===== config.mk =====
export PLATFORM = sky130hd
export DESIGN_NAME = ex_flag_cond_stage
export DESIGN_NICKNAME = d
export VERILOG_FILES = /design/src/rtl/ex_flag_cond_stage.sv
export SDC_FILE = /design/constraint.sdc
export NUM_CORES = 1
export LEC_CHECK = 0
export CORE_UTILIZATION = 37
export CTS_BUF_LIST = sky130_fd_sc_hd__clkbuf_8
export DETAILED_ROUTE_END_ITERATION = 8
export PLACE_DENSITY = 0.77
export SKIP_CTS_REPAIR_TIMING = 1
export SYNTH_ARGS = -nofsm -noshare
export SYNTH_HDL_FRONTEND = slang
export SYNTH_SLANG_ARGS = --single-unit

===== constraint.sdc =====
create_clock -name clk -period 1.7 [get_ports clk]
set_input_delay 0.255 -clock clk [delete_from_list [all_inputs] [get_ports clk]]
set_output_delay 0.255 -clock clk [all_outputs]
set_load 0.02 [all_outputs]

===== src/rtl/ex_flag_cond_stage.sv =====
// EX->MEM stage: registers the ALU result, owns NZCV, evaluates ARM condition codes.
// Optional macro COND_STATS_EN adds a saturating failed-condition counter (squash_cnt).
module ex_flag_cond_stage #(
  parameter int unsigned DATA_W    = 32,
  parameter int unsigned RADDR_W   = 4,
  parameter logic [3:0]  FLAGS_RST = 4'b0000,
  parameter int unsigned STAT_W    = 16
) (
  input  logic               clk,
  input  logic               reset,
  input  logic               in_valid,
  output logic               in_ready,
  input  logic [DATA_W-1:0]  in_result,
  input  logic [3:0]         in_alu_flags,
  input  logic [3:0]         in_cond,
  input  logic               in_set_flags,
  input  logic [RADDR_W-1:0] in_rd,
  input  logic               in_reg_write,
  input  logic               in_mem_write,
  input  logic               flush,
  output logic               out_valid,
  input  logic               out_ready,
  output logic [DATA_W-1:0]  out_result,
  output logic [RADDR_W-1:0] out_rd,
  output logic               out_reg_write,
  output logic               out_mem_write,
  output logic               out_executed,
  output logic [3:0]         flags_q
`ifdef COND_STATS_EN
  ,
  output logic [STAT_W-1:0]  squash_cnt
`endif
);

  logic accept;
  logic cond_pass;
  logic n_f, z_f, c_f, v_f;

  assign {n_f, z_f, c_f, v_f} = flags_q;

  assign in_ready = !flush && (!out_valid || out_ready);
  assign accept   = in_valid && in_ready;

  // ARM condition evaluation against the committed flags
  always_comb begin
    cond_pass = 1'b1;
    case (in_cond)
      4'h0:    cond_pass = z_f;
      4'h1:    cond_pass = !z_f;
      4'h2:    cond_pass = c_f;
      4'h3:    cond_pass = !c_f;
      4'h4:    cond_pass = n_f;
      4'h5:    cond_pass = !n_f;
      4'h6:    cond_pass = v_f;
      4'h7:    cond_pass = !v_f;
      4'h8:    cond_pass = c_f && !z_f;
      4'h9:    cond_pass = !c_f || z_f;
      4'hA:    cond_pass = (n_f == v_f);
      4'hB:    cond_pass = (n_f != v_f);
      4'hC:    cond_pass = !z_f && (n_f == v_f);
      4'hD:    cond_pass = z_f || (n_f != v_f);
      default: cond_pass = 1'b1;
    endcase
  end

  // Output slot and flags; flush has priority over both accept and drain
  always_ff @(posedge clk or posedge reset) begin
    if (reset) begin
      out_valid     <= 1'b0;
      out_result    <= '0;
      out_rd        <= '0;
      out_reg_write <= 1'b0;
      out_mem_write <= 1'b0;
      out_executed  <= 1'b0;
      flags_q       <= FLAGS_RST;
    end else if (flush) begin
      out_valid <= 1'b0;
    end else if (accept) begin
      out_valid     <= 1'b1;
      out_result    <= in_result;
      out_rd        <= in_rd;
      out_reg_write <= in_reg_write && cond_pass;
      out_mem_write <= in_mem_write && cond_pass;
      out_executed  <= cond_pass;
      if (cond_pass && in_set_flags) begin
        flags_q <= in_alu_flags;
      end
    end else if (out_ready) begin
      out_valid <= 1'b0;
    end
  end

`ifdef COND_STATS_EN
  // Saturating count of accepted instructions whose condition failed
  always_ff @(posedge clk or posedge reset) begin
    if (reset) begin
      squash_cnt <= '0;
    end else if (accept && !cond_pass && (squash_cnt != '1)) begin
      squash_cnt <= squash_cnt + STAT_W'(1);
    end
  end
`else
  // Keeps STAT_W referenced when the counter is compiled out
  logic [STAT_W-1:0] unused_stat;
  assign unused_stat = '0;
`endif

endmodule

==> run summary <==
WL final - 4380 um
Predominant post-synthesis flop cell - dfrtp_1
Via density - 4.77
Yosys warning count - 0
Mapped Area - 1890 sq um
Layout Nets - 295
Clock root buffer - clkbuf_8
Layout cell share with drive strength beyond 1 - 29.1%
Static leakage - 1.33 nW
CP Max Fanout - 5
Crit Path Category - input pin to flop
PnR worst setup slack - -0.116 ns
Max_cap viols - 0
Clock Path Buffers - 2
P_sw - 1.10 mW
Min Tclk post-route - 1.82 ns
Final max-slew violation count - 0
PwrDens - 1100 nW/um^2
Synthesized flop and latch total - 44
I/O Buffers - 96
DRC viols - 0
Gr usage total - 17.1%
TritonCTS Buffers - 5
Area delta synth->final - 68.2%
Clock latency on the worst-skew pair - 0.29 ns
Clock Pin Slew Worst Setup and Hold Paths - 0.08 ns
Post-route ant nets - 0
Die Area - 5400 sq um
RSZ-0062 raised after global routing - yes
H-tree Lvls - 2
Clk network pwr share - 18.9%
Pwr Total - 3.48 mW
Worst R2R End - flags_q[1]
WL per Instance - 14.1 um
Core area - 4820 sq um
DIE HEIGHT - 73.5 um
Hold WC Path Type - input pin to asynchronous set/reset pin
Max VDD drop - 0.713 mV
Total negative setup slack - -0.477 ns
Number of global-route vias before repair - 1,494
Die X - 73.5 um
CP Capture Type - flop
Final setup fails - 5
Gp weighted congestion - 0.829
Failing checks - negative setup slack
Congestion Overflow GR - 0
Average size of a mapped cell - 14.3 sq um
Ports - 97
Fillers - 400
Arrival time worst endpoint - 1.99 ns
Worst reg2reg startpoint - flags_q[3]
Clock Sink Count - 44
Post-Synthesis Cells - 132
Gate power share - 40.6%
Sw Share - 31.6%
Sequential share of power - 40.5%
Post-synthesis cell type count - 31
ANT cells - 0
Initial antenna violation count - 0
Number of synthesized flops with an enable pin - 0
P_int - 2.38 mW
Count of final hold-check violations - 0
Post-synthesis sequential area ratio - 58.3%
DR vias - 1,482
Worst slew pin tran - 0.392 ns
Reg2Reg Setup Slack - -0.05 ns
First drt pass iteration count - 4
CTS tree - yes
Worst relative slew slack - 73.8%
Mapped Nets - 184
# rows - 25
Final HPWL DP - 3240 um
CP Launch Type - input pin
Largest net degree at the start of global routing - 24
FMAX - 0.551 GHz
Asr flop ratio synth - 100%
Starting Density - 39.2%
Status - finished with violations
Drt initial violations - 28
Clock skew - 0.00663 ns
Period utilisation layout - 107%
First-pass GRT wire length - 6860 um
Reg2reg path depth - 5
Req. time, crit path - 1.87 ns
==> worst max-delay path by stage <==
stage,from,endpoint,cells after the start
floorplan,flags_q[1],flags_q[1],5
global placement,in_cond[0],flags_q[1],6
detailed placement,in_cond[0],flags_q[0],6
CTS,out_valid,in_ready,4
global route,in_cond[3],flags_q[3],7
finish,in_cond[3],flags_q[1],7
==> flip-flops by register name, indices dropped and copies added, names as in the netlist <==
name and cells:
out_result 32, flags_q 4, out_rd 4, out_executed 1
out_mem_write 1, out_reg_write 1, out_valid 1
==> cells in the final DEF (no fill, tap or decap), types with 2 or more instances in the layout <==
master and instances:
dfrtp_2 2, o21ai_2 2, dlymetal6s2s_1 4, clkbuf_8 6
buf_12 2, xor2_1 3, buf_4 13, clkdlybuf4s50_1 92
nor2_1 5, o22ai_1 2, dfrtp_1 42, mux2_1 3
nand2_1 4, inv_1 3, nor3b_1 2, mux2_2 36
==> cells in the mapped netlist (2+ instances only) <==
| master | n | area [sq um] |
|---|---|---|
| o21ai_1 | 3 | 15.0 |
| mux2_2 | 36 | 405 |
| nor2_1 | 5 | 18.8 |
| mux2_1 | 4 | 45.0 |
| o22ai_1 | 2 | 12.5 |
| nand2_1 | 4 | 15.0 |
| xor2_1 | 3 | 26.3 |
| dfrtp_1 | 44 | 1100 |
| buf_2 | 6 | 30.0 |
| inv_1 | 3 | 11.3 |
| nor3b_1 | 2 | 15.0 |
==> worst max-delay path, cell delays in order <==
cell             delay, ns
clkdlybuf4s50_1       0.46
buf_4                 0.18
nor3b_1               0.23
a32o_1                0.18
o21ai_2               0.08
a31oi_4               0.26
mux2_1                0.34
==> per-layer routing <==
metal	track usage, %	up-vias	routed length [um]
met5	0	-	0
met4	5.77	0	42
met3	9.19	5	459
met2	25.2	61	2020
met1	21.4	728	1860
li1	-	688	-
==> per-stage QoR <==
step / hold slack, ns / cells / util, % / cell area, sq um / setup WS [ns]
after detailed placement: 0.495 / 302 / 63.1 / 3040 / -0.457
after global placement: 0.489 / 302 / 63.1 / 3040 / -0.417
after floorplan: 0.321 / 132 / - / 1900 / 0.00204
after CTS: 0.302 / 310 / 65.0 / 3130 / -0.233
after global routing: 0.347 / 311 / 66.0 / 3180 / -0.196
final: 0.297 / 311 / 66.0 / 3180 / -0.116
==> power by group through the flow <==
stage	combinational, mW	sequential [mW]	clock, mW
6_report	1.42	1.41	0.659
5_1_grt	1.51	1.44	0.736
4_1_cts	1.37	1.41	0.692
3_5_place_dp	1.37	1.43	0
3_3_place_gp	1.36	1.42	0
2_1_floorplan	0.388	1.69	0
==> final cells by class <==
class | count | area, sq um | share of cell area [%]
repair buffers | 111 | 1110 | 34.9
inverters | 3 | 11.3 | 0.354
multi-input cells | 78 | 777 | 24.4
well taps | 67 | 83.8 | 2.64
clock buffers | 6 | 82.6 | 2.60
flip-flops and latches | 44 | 1100 | 34.7
clock inverters | 2 | 11.3 | 0.354
==> cells by family after synthesis <==
kind of cell	after synthesis	share of synthesized area (%)
xor+xnor	3	1.39
flops	44	58.3
buf+inv	10	2.58
mux	41	24.4
simple gates	20	6.69
compound gates	14	6.69
Note: power is estimated with default switching activity, not from simulation.
